File: src/rtl/cla_pkg.sv
// Shared types and sizing helpers for the chunked carry-lookahead adder.
package cla_pkg;

  typedef enum logic [1:0] {
    StIdle,
    StRun,
    StDone
  } cla_state_e;

  function automatic int unsigned nchunk(int unsigned width, int unsigned chunk);
    return width / chunk;
  endfunction

  function automatic int unsigned idx_width(int unsigned n);
    return (n > 1) ? $clog2(n) : 1;
  endfunction

endpackage

File: src/rtl/cla.sv
// Combinational BITWIDTH-bit carry-lookahead adder built from prefix generate/propagate terms.
module cla #(
  parameter int unsigned BITWIDTH = 8
) (
  input  logic [BITWIDTH-1:0] a,
  input  logic [BITWIDTH-1:0] b,
  input  logic                carry_in,
  output logic [BITWIDTH-1:0] sum,
  output logic                carry_out,
  output logic                block_propagate,
  output logic                block_generate
);

  logic [BITWIDTH-1:0] p;
  logic [BITWIDTH-1:0] g;
  logic [BITWIDTH-1:0] grp_g;
  logic [BITWIDTH-1:0] grp_p;
  logic [BITWIDTH-1:0] carry;

  assign p = a ^ b;
  assign g = a & b;

  // grp_g/grp_p[i] cover bits i..0, so every carry comes straight from carry_in.
  always_comb begin
    grp_g    = '0;
    grp_p    = '0;
    carry    = '0;
    grp_g[0] = g[0];
    grp_p[0] = p[0];
    carry[0] = carry_in;
    for (int i = 1; i < BITWIDTH; i++) begin
      grp_g[i] = g[i] | (p[i] & grp_g[i-1]);
      grp_p[i] = p[i] & grp_p[i-1];
      carry[i] = grp_g[i-1] | (grp_p[i-1] & carry_in);
    end
  end

  assign sum             = p ^ carry;
  assign carry_out       = grp_g[BITWIDTH-1] | (grp_p[BITWIDTH-1] & carry_in);
  assign block_propagate = grp_p[BITWIDTH-1];
  assign block_generate  = grp_g[BITWIDTH-1];

endmodule

File: src/rtl/cla_seq_adder.sv
// Wide adder that streams operands through one CHUNK-bit cla, LSB chunk first,
// with the carry registered between chunks and a valid/ready handshake on each side.
module cla_seq_adder
  import cla_pkg::*;
#(
  parameter int unsigned WIDTH = 32,
  parameter int unsigned CHUNK = 8
) (
  input  logic             clk,
  input  logic             rst,
  input  logic             in_valid,
  output logic             in_ready,
  input  logic [WIDTH-1:0] in_a,
  input  logic [WIDTH-1:0] in_b,
  input  logic             in_cin,
  output logic             out_valid,
  input  logic             out_ready,
  output logic [WIDTH-1:0] out_sum,
  output logic             out_cout,
  output logic             out_overflow,
  output logic             busy
);

  localparam int unsigned NChunk = nchunk(WIDTH, CHUNK);
  localparam int unsigned IdxW   = idx_width(NChunk);
  localparam logic [IdxW-1:0] IdxLast = IdxW'(NChunk - 1);

  cla_state_e state_q, state_d;
  logic [IdxW-1:0]  idx_q;
  logic [WIDTH-1:0] a_q, b_q, sum_q;
  logic             carry_q;
  logic             ready_en_q;
  logic             accept;

  logic [CHUNK-1:0] chunk_a, chunk_b, chunk_sum;
  logic             chunk_cout;
  logic             cla_bp_unused;
  logic             cla_bg_unused;

  assign chunk_a = a_q[int'(idx_q)*CHUNK +: CHUNK];
  assign chunk_b = b_q[int'(idx_q)*CHUNK +: CHUNK];

  cla #(
    .BITWIDTH(CHUNK)
  ) u_cla (
    .a              (chunk_a),
    .b              (chunk_b),
    .carry_in       (carry_q),
    .sum            (chunk_sum),
    .carry_out      (chunk_cout),
    .block_propagate(cla_bp_unused),
    .block_generate (cla_bg_unused)
  );

  // ready_en_q keeps in_ready low for one cycle after reset is released.
  always_comb begin
    state_d   = state_q;
    in_ready  = 1'b0;
    out_valid = 1'b0;
    busy      = 1'b0;
    unique case (state_q)
      StIdle: in_ready = ready_en_q;
      StRun: begin
        busy = 1'b1;
        if (idx_q == IdxLast) state_d = StDone;
      end
      StDone: begin
        busy      = 1'b1;
        out_valid = 1'b1;
        in_ready  = out_ready & ready_en_q;
        if (out_ready) state_d = StIdle;
      end
      default: state_d = StIdle;
    endcase
    if (in_valid && in_ready) state_d = StRun;
  end

  assign accept = in_valid & in_ready;

  always_ff @(posedge clk) begin
    if (rst) begin
      state_q    <= StIdle;
      idx_q      <= '0;
      a_q        <= '0;
      b_q        <= '0;
      sum_q      <= '0;
      carry_q    <= 1'b0;
      ready_en_q <= 1'b0;
    end else begin
      state_q    <= state_d;
      ready_en_q <= 1'b1;
      if (accept) begin
        a_q     <= in_a;
        b_q     <= in_b;
        carry_q <= in_cin;
        idx_q   <= '0;
        sum_q   <= '0;
      end else if (state_q == StRun) begin
        sum_q[int'(idx_q)*CHUNK +: CHUNK] <= chunk_sum;
        carry_q <= chunk_cout;
        idx_q   <= (idx_q == IdxLast) ? '0 : idx_q + 1'b1;
      end
    end
  end

  assign out_sum      = sum_q;
  assign out_cout     = carry_q;
  assign out_overflow = (a_q[WIDTH-1] == b_q[WIDTH-1]) & (sum_q[WIDTH-1] != a_q[WIDTH-1]);

endmodule

File: config.mk
export PLATFORM = sky130hd
export DESIGN_NAME = cla_seq_adder
export DESIGN_NICKNAME = d
export VERILOG_FILES = /design/src/rtl/cla_pkg.sv /design/src/rtl/cla.sv /design/src/rtl/cla_seq_adder.sv
export SDC_FILE = /design/constraint.sdc
export NUM_CORES = 1
export LEC_CHECK = 0
export CORE_ASPECT_RATIO = 0.6
export CORE_MARGIN = 5
export CORE_UTILIZATION = 40
export CTS_BUF_LIST = sky130_fd_sc_hd__clkbuf_4
export DETAILED_ROUTE_END_ITERATION = 12
export PLACE_DENSITY_LB_ADDON = 0.15
export SLEW_MARGIN = 20
export SYNTH_ARGS = -nofsm -noshare
export SYNTH_HDL_FRONTEND = slang
export SYNTH_SLANG_ARGS = --single-unit
File: constraint.sdc
create_clock -name clk -period 3.5 [get_ports clk]
set_input_delay 0.7 -clock clk [delete_from_list [all_inputs] [get_ports clk]]
set_output_delay 0.7 -clock clk [all_outputs]
set_load 0.01 [all_outputs]
==> run summary, run 1 <==
Outcome: completed
Layout Cell Area excl Fill: 5743 sq um
Crit end category: flop
Layout cells sized above 1: 10.48%
Dpl ws: 789.4 ps
Die H: 91.89 microns
Post-synthesis sequential area ratio: 45.68%
Critical Path RT: 3920 ps
Most common cell after layout, fill and taps aside: nand2_1
Mapped Area: 4471 sq um
Achievable Freq: 363.2 MHz
Pwr Density: 380.3 nW/um^2
DRC: 0
YS warnings: 0
DP Wirelength: 8847 microns
Worst Skew: 24.57 ps
Final hold violations: 0
Final cell count without fillers: 721
Number of DRC markers in iteration 0: 227
Post-synth top area cell: dfxtp_1
Mean Syn Cell Area: 9.275 sq um
Final critical-path share of the clock period: 78.67%
Top cell type's share of synthesized area: 45.68%
Final setup margin: 746.5 ps
Row count: 29
Post-synth EDFFs: 0
Cells after Synth: 482
Arrival time worst endpoint: 3170 ps
First-pass GRT wire length: 18,840 microns
Die W: 146.5 microns
Worst-Margin Slew: 693.8 ps
Full die area: 13,460 sq um
Syn nets: 570
Area post-placement: 5597 sq um
TritonCTS clock tree: done
# Post-CTS Setup Buffers: 0
Wirelength per Cell: 16.14 microns
Worst Path Class, Setup: reg -> reg
Gr ovfl total: 0
RSZ-0062 raised after global routing: false
Num Clock Sinks: 102
Dpl cells: 705
Maximum clock path buffer count: 2
Count of cell types in the netlist: 43
CP Max Fanout: 18
Routed Antenna Nets: 0
HP Class: reg -> reg
Pre-Repair DR Iteration Count: 4
Crit path launch type: flop
Leak: 0.002099 uW
Fin. max-slew vios: 0
I/O Buffers: 105
Cts hold-fix bufs: 0
GR Util All Layers: 17.37%
Vias per inst: 5.161
Clock Tree Root: clkbuf_4
Initial core utilization: 41.62%
Max-cap check violation count: 0
Max_slew headroom: 53.69%
Routability cong.: 0.8521
Main synth FF type: dfxtp_1
Ant. Diodes: 0
Vias in the first global route: 3,648
Top post-synthesis cells by area: dfxtp_1 46%, nand2_1 11%, a21oi_1 8.1%
Total CTS buffers: 9
Nets: 665
Async SR Flop Fraction: 0%
Clock latency on the worst-skew pair: 480 ps
Fin Setup TNS: 0 ps
Pin count of the biggest net entering global routing: 65
Synth Register Bits: 102
Crit path time final: 2753 ps
Initial antenna violation count: 0
Io pins: 106
Drt total wl: 11,640 microns
Most frequent cells in the layout: 134 x nand2_1, 104 x clkdlybuf4s50_1, 102 x dfxtp_1
Cells resized by post-CTS repair: 0
Final setup vio count: 0
H-tree levels: 3
Core Box Area: 10,740 sq um
Total number of vias: 3,721
Area delta synth->final: 28.46%
Peak VDD IR: 136.7 uV
Clk slew on worst S/H paths: 160 ps
power by group:
group,internal [uW],switching (uW)
Sequential,1200,24.2
Combinational,157,166
Clock,225,409
Total,1580,600
cells by family after synthesis:
kind of cell | count (synthesis) | share of synthesized area, %
adder cells (fa/ha/maj) | 19 | 5.486
buffers and inverters | 35 | 4.310
flip-flops | 102 | 45.68
XOR/XNOR | 6 | 1.175
AO/OA/AOI/OAI | 126 | 18.02
AND/OR/NAND/NOR | 177 | 17.04
multiplexers | 17 | 8.284
cells in the mapped netlist (all sizes together), types with 4 or more instances:
master and instances:
nor3 5, a22oi 12, a32o 5, inv 7, nand2 137, nor2 22, and3 5, clkbuf 10
xor2 4, o21ai 5, dfxtp 102, a21oi 77, buf 18, ha 18, a22o 16, mux4 16
flip-flops by register name (all words and copies together) (netlist names):
name        flops
a_q            32
idx_q           2
state_q         2
ready_en_q      1
out_sum        32
b_q            32
out_cout        1
layer usage:
| layer | vias to the layer above | GRT usage (%) | share of wire (%) |
|---|---|---|---|
| met3 | 8 | 5.665 | 6.6 |
| met2 | 108 | 24.36 | 41 |
| met5 | - | 0 | 0 |
| met4 | 0 | 3.756 | 0.79 |
| li1 | 1862 | - | - |
| met1 | 1743 | 25.89 | 52 |
worst max-delay path, cell delays in order (launching register included):
cell	delay, ps
dfxtp_1	360
buf_4	310
mux4_2	590
ha_1	340
a211oi_2	260
o21a_1	250
nor3_2	80
nor3_2	300
a22o_2	210
worst paths after layout:
| kind | start | end | slack [ps] | cells after the start |
|---|---|---|---|---|
| min reg2reg | a_q[20] | a_q[20] | 460 | 2 |
| max | idx_q[0] | out_sum[15] | 750 | 8 |
| max reg2reg | idx_q[0] | out_sum[15] | 750 | 8 |
| min | a_q[20] | a_q[20] | 460 | 2 |
area by class of cell:
cell class | instances | area, sq um
clock buffers | 9 | 67.56
clock inverters | 7 | 78.83
fillers | 1007 | 4997
inverters | 7 | 26.28
multi-input cells | 345 | 2243
flip-flops and latches | 102 | 2042
well taps | 139 | 173.9
repair buffers | 112 | 1111
metrics by stage:
step	hold slack (ps)	utilization (%)	power (uW)
2_1_floorplan	433.1	-	1438
3_3_place_gp	439.8	52.11	1569
3_5_place_dp	444.7	52.11	1575
4_1_cts	465.5	53.47	2205
5_1_grt	484.5	53.47	2286
6_report	463.4	53.47	2184
Power figures use the tool's default switching activity.
==> inputs of run 2 (changes only) <==
==> constraint.sdc (replaced) <==
create_clock -name clk -period 2.85 [get_ports clk]
set_input_delay 0.57 -clock clk [delete_from_list [all_inputs] [get_ports clk]]
set_output_delay 0.57 -clock clk [all_outputs]
set_load 0.01 [all_outputs]
==> run summary, run 2 (synthesis results as in run 1) <==
Fin. max-slew vios: 0
Leak: 0.002129 uW
Initial core utilization: 41.62%
I/O Buffers: 105
GR Util All Layers: 18.10%
Pin count of the biggest net entering global routing: 61
Pre-Repair DR Iteration Count: 5
Ant. Diodes: 0
Worst Path Class, Setup: reg -> reg
Total CTS buffers: 9
RSZ-0062 raised after global routing: false
Layout Cell Area excl Fill: 5791 sq um
Final setup vio count: 0
Crit path launch type: flop
Max_slew headroom: 65.53%
Peak VDD IR: 180.1 uV
Routability cong.: 0.8586
Achievable Freq: 376.1 MHz
Clk pwr share: 28.4%
Total number of vias: 3,725
Max-cap check violation count: 0
Num Clock Sinks: 102
Row count: 29
Crit end category: flop
Crit path time final: 2659 ps
Register share of total power: 56.3%
Crit path max-delay family: compound AO/OA/AOI/OAI gates
Area post-placement: 5637 sq um
Psw: 728.0 uW
Initial antenna violation count: 0
Worst R2R End: out_sum[29]
Final critical-path share of the clock period: 93.28%
Gr ovfl total: 0
DP Wirelength: 9332 microns
TritonCTS clock tree: done
R2R Path Start: idx_q[0]
Hold_sp: rst
Critical Path RT: 3260 ps
H-tree levels: 3
Most common cell after layout, fill and taps aside: nand2_1
Cts hold-fix bufs: 0
CP Max Fanout: 10
Final cell count without fillers: 723
Fin util: 53.91%
Outcome: completed
Most frequent cells in the layout: 134 x nand2_1, 104 x clkdlybuf4s50_1, 102 x dfxtp_1
Die H: 91.89 microns
Combinational Power Share: 15.3%
Worst-Margin Slew: 515.8 ps
P_int: 1949 uW
Final hold violations: 0
Core Box Area: 10,740 sq um
Crit path cell chain: buf_12, mux4_2, ha_1, a211oi_2, o21a_1, nor2_1, xor2_1, a32o_1
Clock latency on the worst-skew pair: 460 ps
DRC: 0
First-pass GRT wire length: 19,550 microns
Maximum clock path buffer count: 2
CP max-delay cell: mux4_2
Sw Ratio: 27.19%
Routed Antenna Nets: 0
Arrival time worst endpoint: 3060 ps
Layout cells sized above 1: 10.79%
Pwr Density: 462.3 nW/um^2
Vias in the first global route: 3,674
Vias per inst: 5.152
HP Class: in -> reg
Full die area: 13,460 sq um
Clock Tree Root: clkbuf_4
Hold_ws: 400.1 ps
Worst Skew: 21.82 ps
Io pins: 106
R2R depth: 8
Flop2flop setup slack: 190 ps
Hold path endpoint: ready_en_q
Hold path depth: 2
Drt total wl: 12,080 microns
Die W: 146.5 microns
Wirelength per Cell: 16.71 microns
Worst Path Buf+Inv: 1
Area delta synth->final: 29.53%
Number of DRC markers in iteration 0: 277
Slowest stage delay, CP: 540 ps
Dpl cells: 707
Clk slew on worst S/H paths: 150 ps
Nets: 667
Fin Setup TNS: 0 ps
run 2: cell types whose count changed in the layout (fill, tap and decap cells not counted), sizes merged:
cell | before | now
buf | 8 | 10
clkinv | 0 | 2
clkinvlp | 3 | 1
run 2: per-layer routing:
layer / track usage (%) / wire (microns) / vias up
li1: - / - / 1874
met1: 26.91 / 6183 / 1724
met2: 26.09 / 5043 / 117
met3: 5.369 / 768 / 10
met4: 3.443 / 83 / 0
met5: 0 / 0 / -
run 2: area by class of cell:
class / instances / area (sq um)
fill: 1005 / 4950
multi-input combinational: 345 / 2258
sequential: 102 / 2042
timing repair buffer: 114 / 1151
tap: 139 / 173.9
clock inverter: 7 / 71.32
clock buffer: 9 / 67.56
inverter: 7 / 26.28
run 2: repair_timing:
| action | 4_1_cts | 5_1_grt |
|---|---|---|
| gates resized for setup | 0 | 2 |
| buffers inserted | 0 | 0 |
| setup endpoints to repair | 0 | 4 |
run 2: stage by stage:
stage / worst slack (ps) / total power, uW
floorplan: 67.69 / 1766
global placement: 287.3 / 1935
detailed placement: 229.5 / 1944
CTS: 172.8 / 2691
global route: 14.71 / 2795
finish: 191.4 / 2677
run 2: worst max-delay path by stage:
stage / from / end / depth (start not counted)
6_report: idx_q[0] / out_sum[29] / 8
5_1_grt: idx_q[0] / out_sum[23] / 8
4_1_cts: idx_q[0] / out_sum[14] / 8
3_5_place_dp: idx_q[0] / out_sum[14] / 8
3_3_place_gp: idx_q[0] / out_sum[22] / 8
2_1_floorplan: idx_q[0] / out_sum[30] / 9
run 2: power by group through the flow:
stage	logic [uW]	registers [uW]	clock network [uW]
4_1_cts	407	1510	776
5_1_grt	450	1510	830
3_5_place_dp	405	1540	0
6_report	409	1510	760
2_1_floorplan	238	1530	0
3_3_place_gp	396	1540	0
==> inputs of run 3 (changes only) <==
--- a/config.mk
+++ b/config.mk
@@ -11,6 +11,7 @@
 export CTS_BUF_LIST = sky130_fd_sc_hd__clkbuf_4
 export DETAILED_ROUTE_END_ITERATION = 12
 export PLACE_DENSITY_LB_ADDON = 0.15
+export REMOVE_ABC_BUFFERS = 1
 export SLEW_MARGIN = 20
 export SYNTH_ARGS = -nofsm -noshare
 export SYNTH_HDL_FRONTEND = slang
==> run summary, run 3 (synthesis results as in run 1) <==
Outcome: completed
Maximum clock path buffer count: 2
Final critical-path share of the clock period: 92.10%
DRC: 0
Seq. cell area: 2046 sq um
TritonCTS clock tree: done
Vias per inst: 5.087
Crit path time final: 2625 ps
Total number of vias: 3,683
Routed Antenna Nets: 0
Dpl cells: 708
Peak VDD IR: 259.7 uV
Initial core utilization: 41.62%
Die W: 146.5 microns
Worst Path Class, Setup: reg -> reg
Wirelength per Cell: 16.05 microns
Ant. Diodes: 0
Gr ovfl total: 0
Drt total wl: 11,620 microns
Routability cong.: 0.8169
Most frequent cells in the layout: 134 x nand2_1, 104 x clkdlybuf4s50_1, 101 x dfxtp_1
First-pass GRT wire length: 19,040 microns
Achievable Freq: 381.0 MHz
Max-cap check violation count: 0
Fill cells: 983
Crit end category: flop
Full die area: 13,460 sq um
Pwr Density: 468.9 nW/um^2
H-tree levels: 3
Worst Skew: 14.88 ps
Nets: 668
Max_slew headroom: 54.64%
Layout cells sized above 1: 10.60%
Number of DRC markers in iteration 0: 211
Io pins: 106
Arrival time worst endpoint: 3030 ps
Vias in the first global route: 3,658
Hold_ws: 406.1 ps
Worst-Margin Slew: 680.4 ps
Initial antenna violation count: 0
HP Class: in -> reg
RSZ-0062 raised after global routing: false
Total CTS buffers: 9
Core Box Area: 10,740 sq um
Clock Tree Root: clkbuf_4
Leak: 0.002131 uW
Area delta synth->final: 29.16%
Pre-Repair DR Iteration Count: 4
Pin count of the biggest net entering global routing: 68
I/O Buffers: 105
Final setup vio count: 0
GR Util All Layers: 17.49%
Critical Path RT: 3260 ps
Row count: 29
Clock latency on the worst-skew pair: 450 ps
Num Clock Sinks: 102
CP Max Fanout: 10
Final cell count without fillers: 724
Clk slew on worst S/H paths: 140 ps
Crit path launch type: flop
DP Wirelength: 9080 microns
Final hold violations: 0
Area taken by multi-input logic gates: 2243 sq um
Die H: 91.89 microns
Fin. max-slew vios: 0
Most common cell after layout, fill and taps aside: nand2_1
-- run 3: cell types whose count changed in the layout (fill, tap and decap cells not counted), sizes merged --
cell | previous run | this run
inv | 10 | 7
clkinv | 2 | 4
buf | 10 | 11
bufinv | 1 | 2
clkbuf | 9 | 10
clkinvlp | 1 | 0
-- run 3: through the flow --
| step | TNS [ps] | util, % | total power, uW | cell area [sq um] | worst slack (ps) |
|---|---|---|---|---|---|
| 4_1_cts | 0 | 53.74 | 2734 | 5772 | 101.5 |
| 6_report | 0 | 53.76 | 2707 | 5774 | 225.1 |
| 2_1_floorplan | -25030 | - | 1736 | 4304 | -710.9 |
| 3_3_place_gp | 0 | 52.33 | 1926 | 5620 | 196.4 |
| 3_5_place_dp | 0 | 52.33 | 1935 | 5620 | 145.9 |
| 5_1_grt | 0 | 53.76 | 2832 | 5774 | 42.79 |
-- run 3: final timing paths --
path	startpoint	to	slack [ps]	cells after the start
setup / recovery	idx_q[0]	out_sum[15]	230	8
hold / removal	rst	ready_en_q	410	2
setup reg to reg	idx_q[0]	out_sum[15]	230	8
hold reg to reg	a_q[0]	a_q[0]	460	2
-- run 3: layer usage --
| layer | part of all wire [%] | vias up | GRT usage, % |
|---|---|---|---|
| met5 | 0 | - | 0 |
| met4 | 0.95 | 0 | 4.225 |
| met3 | 7.1 | 8 | 4.631 |
| met2 | 40 | 117 | 24.32 |
| met1 | 52 | 1691 | 26.71 |
| li1 | - | 1867 | - |
-- run 3: worst max-delay path, stage by stage, from the launching register on --
cell     delay [ps]
dfxtp_4         450
buf_4           230
mux4_2          530
ha_1            360
o21a_1          200
o21ai_1         230
nor3_2           80
nor3_2          300
a22o_2          200
-- run 3: where the power goes --
group	total, uW	internal, uW	switching (uW)
clock	806	357	449
combinational	394	196	199
sequential	1510	1480	31.6
-- run 3: timing repair --
action / 4_1_cts / 5_1_grt
hold buffers: 0 / 0
setup buffers: 0 / 0
endpoints found under the setup margin: 0 / 9
gates resized for setup: 0 / 1
endpoints found under the hold margin: 0 / 0
-- run 3: area by class of cell --
cell class,instances,share of cell area [%]
clock buffers,10,1.300
clock inverters,6,1.322
inverters,7,0.4550
multi-input cells,345,38.85
flip-flops and latches,102,35.43
well taps,139,3.012
repair buffers,115,19.63
